==> config.mk <==
export PLATFORM = sky130hd
export DESIGN_NAME = interrupt_priority_controller
export DESIGN_NICKNAME = d
export VERILOG_FILES = /design/src/rtl/intc_pkg.sv /design/src/rtl/irq_synchronizer.sv /design/src/rtl/interrupt_priority_controller.sv
export SDC_FILE = /design/constraint.sdc
export NUM_CORES = 1
export LEC_CHECK = 0
export BUFFER_PORTS_ARGS = -buffer_cell sky130_fd_sc_hd__buf_2
export CAP_MARGIN = 20
export CORE_MARGIN = 10
export CORE_UTILIZATION = 40
export CTS_CLUSTER_DIAMETER = 40
export DETAILED_ROUTE_END_ITERATION = 6
export HOLD_SLACK_MARGIN = 0.15
export PLACE_DENSITY = 0.59
export REMOVE_ABC_BUFFERS = 1
export SYNTH_ARGS = -nofsm -noshare
export SYNTH_HDL_FRONTEND = slang
export SYNTH_SLANG_ARGS = --single-unit
==> constraint.sdc <==
create_clock -name clk -period 7.1 [get_ports clk]
set_input_delay 1.775 -clock clk [delete_from_list [all_inputs] [get_ports clk]]
set_output_delay 1.775 -clock clk [all_outputs]
set_load 0.03 [all_outputs]
==> src/rtl/intc_pkg.sv <==
// intc_pkg: shared definitions for interrupt_priority_controller.
//   MAX_LINES / MAX_IDX_W - upper bound on request lines (DATA_WIDTH 12 allows 2047)
//   prio_t                - result of the lowest-set-bit priority encoder
//   idx_width()           - index width for a given line count ($clog2, minimum 1)
//   none_code()           - all-ones "no interrupt" code for a data width
//   lowest_set()          - lowest-index set bit of a request vector
package intc_pkg;

  localparam int unsigned MAX_LINES = 2048;
  localparam int unsigned MAX_IDX_W = 11;

  typedef struct packed {
    logic                 found;
    logic [MAX_IDX_W-1:0] idx;
  } prio_t;

  function automatic int unsigned idx_width(input int unsigned lines);
    return (lines > 1) ? $clog2(lines) : 1;
  endfunction

  function automatic logic [31:0] none_code(input int unsigned dw);
    return (dw >= 32) ? '1 : ((32'd1 << dw) - 32'd1);
  endfunction

  // Ascending scan that latches only the first hit, so the lowest index wins.
  function automatic prio_t lowest_set(input logic [MAX_LINES-1:0] v);
    prio_t r;
    r = '0;
    for (int unsigned i = 0; i < MAX_LINES; i++) begin
      if (v[i] && !r.found) begin
        r.found = 1'b1;
        r.idx   = MAX_IDX_W'(i);
      end
    end
    return r;
  endfunction

endpackage

==> src/rtl/irq_synchronizer.sv <==
// irq_synchronizer: STAGES-deep flop chain per request line plus a "prev"
// register holding the previous synchronised value.
//   clk, rst  - clock, synchronous active-high reset
//   async_in  - asynchronous request lines
//   synced    - synchronised request level
//   rise      - synced & ~prev (one-cycle rising-edge pulse)
module irq_synchronizer #(
  parameter int unsigned WIDTH  = 1,
  parameter int unsigned STAGES = 2
) (
  input  logic             clk,
  input  logic             rst,
  input  logic [WIDTH-1:0] async_in,
  output logic [WIDTH-1:0] synced,
  output logic [WIDTH-1:0] rise
);

  logic [WIDTH-1:0] chain [STAGES];
  logic [WIDTH-1:0] prev;

  always_ff @(posedge clk) begin
    if (rst) begin
      for (int unsigned s = 0; s < STAGES; s++) chain[s] <= '0;
      prev <= '0;
    end else begin
      chain[0] <= async_in;
      for (int unsigned s = 1; s < STAGES; s++) chain[s] <= chain[s-1];
      prev <= chain[STAGES-1];
    end
  end

  assign synced = chain[STAGES-1];
  assign rise   = synced & ~prev;

endmodule

==> src/rtl/interrupt_priority_controller.sv <==
// interrupt_priority_controller: latches per-line pending requests (edge or
// level per line), applies a run-time mask and reports the lowest-index
// unmasked pending line. Software can create/dismiss/mask lines.
//   clk, rst        - clock, synchronous active-high reset
//   irq             - asynchronous request lines
//   create          - set pending for line data_in[DATA_WIDTH-2:0]
//   dismiss         - clear pending for that line (wins over create)
//   mask_write      - mask bit data_in[DATA_WIDTH-1] for that line
//   data_in         - command word
//   next_interrupt  - registered lowest unmasked pending index, else all ones
//   irq_active      - registered, next_interrupt != NONE
//   lost_count      - saturating count of edges lost on already-pending lines
module interrupt_priority_controller
  import intc_pkg::*;
#(
  parameter int unsigned      LINES       = 24,
  parameter int unsigned      DATA_WIDTH  = 12,
  parameter int unsigned      SYNC_STAGES = 2,
  parameter logic [LINES-1:0] EDGE_LINES  = '1,
  parameter logic [LINES-1:0] MASK_INIT   = '0
) (
  input  logic                  clk,
  input  logic                  rst,
  input  logic [LINES-1:0]      irq,
  input  logic                  create,
  input  logic                  dismiss,
  input  logic                  mask_write,
  input  logic [DATA_WIDTH-1:0] data_in,
  output logic [DATA_WIDTH-1:0] next_interrupt,
  output logic                  irq_active,
  output logic [7:0]            lost_count
);

  localparam logic [DATA_WIDTH-1:0] NONE = DATA_WIDTH'(none_code(DATA_WIDTH));

  logic [LINES-1:0]      synced, rise;
  logic [LINES-1:0]      pending, pending_n;
  logic [LINES-1:0]      mask, mask_n;
  logic [7:0]            lost_n;
  logic [DATA_WIDTH-2:0] cmd_idx;
  logic                  cmd_valid;
  logic [LINES-1:0]      cmd_onehot;
  logic [LINES-1:0]      hw_set, dis_vec, cre_vec, lost_vec;
  int unsigned           lost_sum;
  prio_t                 prio;

  irq_synchronizer #(
    .WIDTH (LINES),
    .STAGES(SYNC_STAGES)
  ) u_sync (
    .clk     (clk),
    .rst     (rst),
    .async_in(irq),
    .synced  (synced),
    .rise    (rise)
  );

  // All three commands share the index field; out-of-range indices decode to no line.
  assign cmd_idx    = data_in[DATA_WIDTH-2:0];
  assign cmd_valid  = (32'(cmd_idx) < LINES);
  assign cmd_onehot = cmd_valid ? (LINES'(1) << cmd_idx) : '0;

  always_comb begin
    hw_set  = (EDGE_LINES & rise) | (~EDGE_LINES & synced);
    dis_vec = dismiss ? cmd_onehot : '0;
    cre_vec = (create && !dismiss) ? cmd_onehot : '0;
    // Hardware set is OR'd last so it beats a same-cycle dismiss.
    pending_n = ((pending & ~dis_vec) | cre_vec) | hw_set;

    mask_n = mask;
    if (mask_write) begin
      mask_n = data_in[DATA_WIDTH-1] ? (mask | cmd_onehot) : (mask & ~cmd_onehot);
    end

    lost_vec = EDGE_LINES & rise & pending & ~dis_vec;
    lost_sum = 32'(lost_count);
    for (int unsigned i = 0; i < LINES; i++) lost_sum = lost_sum + 32'(lost_vec[i]);
    lost_n = (lost_sum > 255) ? 8'hFF : 8'(lost_sum);

    prio = lowest_set(MAX_LINES'(pending & ~mask));
  end

  always_ff @(posedge clk) begin
    if (rst) begin
      pending        <= '0;
      mask           <= MASK_INIT;
      lost_count     <= '0;
      next_interrupt <= NONE;
      irq_active     <= 1'b0;
    end else begin
      pending        <= pending_n;
      mask           <= mask_n;
      lost_count     <= lost_n;
      next_interrupt <= prio.found ? DATA_WIDTH'(prio.idx) : NONE;
      irq_active     <= prio.found;
    end
  end

endmodule

==> results of run 1 <==
## power groups by stage
stage               Combinational (mW)  Clock [mW]  Sequential, mW
detailed placement               0.174           0           0.832
global route                     0.199       0.974           0.819
global placement                 0.171           0           0.831
floorplan                       0.0831           0           0.849
finish                           0.175       0.926           0.816
CTS                              0.175       0.941           0.816
## logic make-up (layout without fill, tap and decap cells)
| kind of cell | Yosys count | in the layout |
|---|---|---|
| xor gates and xnor gates | 1 | 1 |
| and+or+nand+nor | 268 | 268 |
| DFF | 136 | 136 |
| adders and majority gates | 30 | 30 |
| AOI/OAI and AO/OA | 158 | 158 |
| buffers and inverters | 77 | 175 |
## area by class of cell
cell class                 instances  area [sq um]
fill                            1372          7220
multi-input combinational        457          2970
sequential                       136          2720
timing repair buffer             102           616
clock buffer                      20           447
tap                              184           230
clock inverter                    12           175
inverter                          41           154
## cells in the mapped netlist, drive strengths merged (3+ instances only)
| cell type | n |
|---|---|
| nand2b | 26 |
| a31oi | 5 |
| a211oi | 3 |
| o31a | 3 |
| o21a | 4 |
| clkbuf | 26 |
| nor2b | 85 |
| o2111ai | 18 |
| dfxtp | 136 |
| o21ai | 35 |
| a21oi | 56 |
| o22ai | 24 |
| nor2 | 64 |
| nand2 | 49 |
| nor4 | 3 |
| fa | 19 |
| ha | 11 |
| a21o | 3 |
| buf | 10 |
| nand4 | 15 |
| nor3b | 9 |
| nand3 | 5 |
| nor3 | 6 |
| inv | 41 |
## repair_timing
action                                  CTS  global route
endpoints found under the setup margin    0             7
buffers inserted                          0             5
resized for setup                         0            12
## layer usage
metal / vias to the layer above / track usage
li1: 2454 / -
met1: 2276 / 0.193
met2: 150 / 0.237
met3: 20 / 0.0497
met4: 0 / 0.0500
met5: - / 0
## through the flow
step | cells | TNS, ns
final | 952 | 0
after global routing | 952 | -0.00789
after CTS | 947 | 0
after detailed placement | 915 | -1.95
after global placement | 915 | -1.19
after floorplan | 634 | -2.16
## path summary, 6_finish.rpt
path                                                     start                             end  slack, ns  cells after the start
worst min-delay path            u_sync.chain[0][15]$_SDFF_PP0_  u_sync.chain[0][39]$_SDFF_PP0_       0.43                      1
worst max register to register       u_sync.prev[4]$_SDFF_PP0_        lost_count[2]$_SDFF_PP0_       1.95                     17
worst max-delay path                                data_in[9]        lost_count[2]$_SDFF_PP0_       0.30                     20
worst min register to register  u_sync.chain[0][15]$_SDFF_PP0_  u_sync.chain[0][39]$_SDFF_PP0_       0.43                      1
==> reports/results.txt, run 1 <==
Mux cell area share after synthesis: 0
CP endpoint kind: flop
Slowest CP cell: fa_1
Core area: 14,500 sq um
Least-Margin Pin Slew: 0.818 ns
Detailed Routing Iterations Pass 1: 5
Adder-Cell Fraction of Synth Area: 0.0871
Site Rows: 44
All-Layer GR Usage: 0.151
Area leader, netlist: dfxtp_1
Final ANT Viol Nets: 0
Crit-path max cell delay: 0.61 ns
Initial antenna violation count: 0
Combinational Power Share: 0.091
Setup WS pre-CTS: -0.294 ns
CTS tree: yes
Number of diodes: 0
Clk Latency, worst-skew pair: 0.42 ns
Top-area cell type share of the netlist area: 0.458
XOR/XNOR share of the synthesized area: 0.00147
Hold buffers post-CTS: 0
Post-synth ARST share: 0
H-Tree Depth: 4
Leakage: 2.78 nW
Met3 WL: 939 microns
Worst path bufs/invs: 5
Hold/Removal Path Class: flop to flop
Sw power: 458 uW
Root Buffer: clkbuf_16
Fmax: 0.147 GHz
Vias in the first global route: 4,859
Vias/cell: 5.15
Drt drc: 0
Main combinational cell family by area after synthesis: simple AND/OR/NAND/NOR gates
Syn avg cell area: 8.88 sq um
Fin. Hold Viols: 0
Clock Power Share: 0.483
PortBufs: 61
Post-synth top flop: dfxtp_1
First-pass GRT wire length: 24,200 microns
Most frequent cells in the layout: dfxtp_1, nor2b_1, nor2_1, buf_2, a21oi_1
Worst-path fanout max: 6
DIE HEIGHT: 142 microns
Min Hold Slack: 0.433 ns
Setup violators final: 0
Global route total overflow: 0
Sw frac: 0.239
Post-synth cell types: 42
Worst-path cell chain: buf_2, nor3_4, buf_4, nand4_1, buf_4, o2111ai_1, fa_1, fa_1, fa_1, fa_1, inv_1, fa_1, inv_1, fa_1, fa_2, nor2b_2, o31a_1, o21a_1, o211ai_1, a21oi_1
Synth Area in Compound Gates: 0.160
Uppermost routed layer: met4
Clock Path Buffers: 2
Power density over cell area: 262 nW/um^2
Post-synthesis sequential area ratio: 0.458
Mapped Area: 5950 sq um
Final Wtd Congestion: 0.912
Initial Util: 0.409
Placed Instance Area: 6600 sq um
VDD IR-drop max: 0.000168 V
Share of post-route cells with drive strength above 1: 0.194
Crit path DAT: 7.15 ns
Most common cell after layout, fill and taps aside: dfxtp_1
Vias: 4,900
Required time worst endpoint: 7.45 ns
Internal power: 1.46 mW
Wire length on met2: 6890 microns
Die X: 142 microns
Worst setup SP type: input port
Synth Area in Simple Gates: 0.240
DP HPWL: 10,700 microns
Top cell by count, worst path: fa_1
Number of synthesized flops with an enable pin: 0
Area of the die: 20,100 sq um
Status: finished, final reports clean
Slew margin rel.: 0.455
Metal-1 WL: 6850 microns
MaxCap Viol Count: 0
PnR worst setup slack: 0.299 ns
Total Power: 1.92 mW
Minimum clock period: 6.80 ns
Clk sinks: 136
Synth Instances: 670
Area grow syn2layout: 23.0%
CP delay by family, top: adder cells
# nets final: 826
Yosys reg bits: 136
Top cells by area, synth: dfxtp_1, nor2b_1, fa_1
Initial DRC Count: 339
Clock Pin Slew Worst Setup and Hold Paths: 0.06 ns
WL final: 14,900 microns
Sequential Power Share: 0.426
Number of buffers created by CTS: 17
Worst Skew: 0.00754 ns
Kind of critical path: input port to flop
Post-route cell area: 7320 sq um
Final Util: 0.504
Period utilization: 0.958
Pin count of the biggest net entering global routing: 77
Number of I/O pins: 62
Final slew viol count: 0
Wire length per cell: 15.7 microns
Synth warnings: 0
Note: power is estimated with default switching activity, not from simulation.
==> run 2: changes to the inputs <==
--- a/config.mk
+++ b/config.mk
@@ -7,12 +7,12 @@
 export LEC_CHECK = 0
 export BUFFER_PORTS_ARGS = -buffer_cell sky130_fd_sc_hd__buf_2
 export CAP_MARGIN = 20
-export CORE_MARGIN = 10
-export CORE_UTILIZATION = 40
+export CORE_MARGIN = 2
+export CORE_UTILIZATION = 53
 export CTS_CLUSTER_DIAMETER = 40
 export DETAILED_ROUTE_END_ITERATION = 6
 export HOLD_SLACK_MARGIN = 0.15
-export PLACE_DENSITY = 0.59
+export PLACE_DENSITY = 0.75
 export REMOVE_ABC_BUFFERS = 1
 export SYNTH_ARGS = -nofsm -noshare
 export SYNTH_HDL_FRONTEND = slang
==> run 2 against run 1 <==
Against the previous run: combinational power hardly changed; global-route usage is 9.4 points higher; total power is 6.3% lower; sequential share of layout area is 0.96 points higher; first-iteration DRC count is 13% lower; setup slack worse by 0.013 ns; count of clock-buffer cells in the layout is 1 higher; design area is 2.5% lower; maximum frequency is 0.20% lower; flip-flop and latch count stayed put; die area is 40% lower; largest cell class unchanged; largest power group is now sequential cells.
==> reports/results.txt, run 2 (synthesis gave the netlist of run 1 again) <==
DP HPWL: 9770 microns
Detailed Routing Iterations Pass 1: 5
Worst setup SP type: input port
Number of I/O pins: 62
Global route total overflow: 0
All-Layer GR Usage: 0.245
Hold buffers post-CTS: 0
Final Wtd Congestion: 1.01
Number of diodes: 0
Crit-path max cell delay: 0.62 ns
Vias in the first global route: 4,728
Vias: 4,961
H-Tree Depth: 4
Met2 Use GR: 0.387
# nets final: 822
Number of buffers created by CTS: 17
PortBufs: 61
Core area: 10,900 sq um
Fmax: 0.147 GHz
Non-filler instance count after layout: 903
Crit path DAT: 7.27 ns
Area grow syn2layout: 19.9%
Clk Latency, worst-skew pair: 0.53 ns
Minimum clock period: 6.81 ns
Final Util: 0.655
Die X: 110 microns
Setup violators final: 0
Final ANT Viol Nets: 0
Wire length per cell: 15.1 microns
Slowest CP cell: fa_1
Fin. Hold Viols: 0
CP endpoint kind: flop
Share of post-route cells with drive strength above 1: 0.182
Worst Skew: 0.00648 ns
Top cell by count, worst path: fa_1
Initial DRC Count: 294
Leakage: 2.73 nW
Power density over cell area: 252 nW/um^2
Most frequent cells in the layout: dfxtp_1, nor2b_1, nor2_1, buf_2, a21oi_1
Drt drc: 0
Required time worst endpoint: 7.56 ns
Period utilization: 0.960
Initial antenna violation count: 0
Slew margin rel.: 0.384
Clock Pin Slew Worst Setup and Hold Paths: 0.06 ns
Met1 Usage GRT: 0.314
CTS tree: yes
Vias/cell: 5.49
Least-Margin Pin Slew: 0.924 ns
Root Buffer: clkbuf_8
Status: finished, final reports clean
RSZ-0062 raised after global routing: no
Worst-path fanout max: 6
Most common cell after layout, fill and taps aside: dfxtp_1
Clk sinks: 136
First-pass GRT wire length: 22,300 microns
GRT busiest layer: met2
Pin count of the biggest net entering global routing: 96
Met3 usage: 0.0616
Site Rows: 38
VDD IR-drop max: 0.000211 V
Worst-path cell chain: buf_2, buf_4, nor3_4, nand4_1, o2111ai_2, fa_1, fa_1, fa_1, fa_1, inv_1, fa_1, inv_1, fa_1, fa_2, nor2b_2, o31a_1, o21a_1, o211ai_1, a21oi_1
Dpl cells: 870
Area of the die: 12,100 sq um
Clock Path Buffers: 2
WL final: 13,700 microns
Hold/Removal Path Class: flop to flop
Final slew viol count: 0
DIE HEIGHT: 110 microns
MaxCap Viol Count: 0
Kind of critical path: input port to flop
Initial Util: 0.546
[run 2: what timing repair did]
item / 4_1_cts / 5_1_grt
resized for setup: 0 / 8
buffers inserted: 0 / 2
endpoints found under the setup margin: 0 / 7
[run 2: worst paths after layout]
check | depth (start not counted) | end | slack [ns] | startpoint
min reg2reg | 1 | u_sync.chain[0][47]$_SDFF_PP0_ | 0.43 | u_sync.chain[0][23]$_SDFF_PP0_
max | 19 | lost_count[2]$_SDFF_PP0_ | 0.29 | data_in[7]
min | 1 | u_sync.chain[0][47]$_SDFF_PP0_ | 0.43 | u_sync.chain[0][23]$_SDFF_PP0_
max reg2reg | 17 | lost_count[2]$_SDFF_PP0_ | 1.84 | u_sync.prev[4]$_SDFF_PP0_
[run 2: power breakdown]
group,leakage [nW],switching [mW],internal [mW]
combinational,1.35,0.105,0.0667
sequential,1.11,0.0189,0.797
clock,0.265,0.327,0.482
total,2.73,0.451,1.35
[run 2: layout make-up]
cell class / instances / area (sq um)
well taps: 140 / 175
repair buffers: 98 / 586
clock inverters: 10 / 95.1
fillers: 907 / 3750
clock buffers: 21 / 449
flip-flops and latches: 136 / 2720
inverters: 41 / 154
multi-input cells: 457 / 2950
[run 2: per-layer routing]
layer | vias up | share of wire
li1 | 2437 | -
met1 | 2317 | 0.42
met2 | 167 | 0.48
met3 | 40 | 0.067
met4 | 0 | 0.030
met5 | - | 0
[run 2: through the flow]
step	hold slack, ns	setup TNS (ns)	instance area, sq um	worst slack, ns	power [mW]
after global routing	0.449	0	7130	0.00184	1.87
after detailed placement	0.420	-2.57	6530	-0.391	1.00
after floorplan	0.414	-2.16	5790	-0.326	0.933
after global placement	0.417	-1.42	6530	-0.225	0.996
after CTS	0.434	0	7080	0.151	1.81
final	0.432	0	7130	0.286	1.80
[run 2: critical path: cells and delay by family]
family          cells  cell delay [ns]
buf+inv             4             0.39
fa+ha+maj           7             3.40
compound gates      5             1.02
simple gates        3             0.69
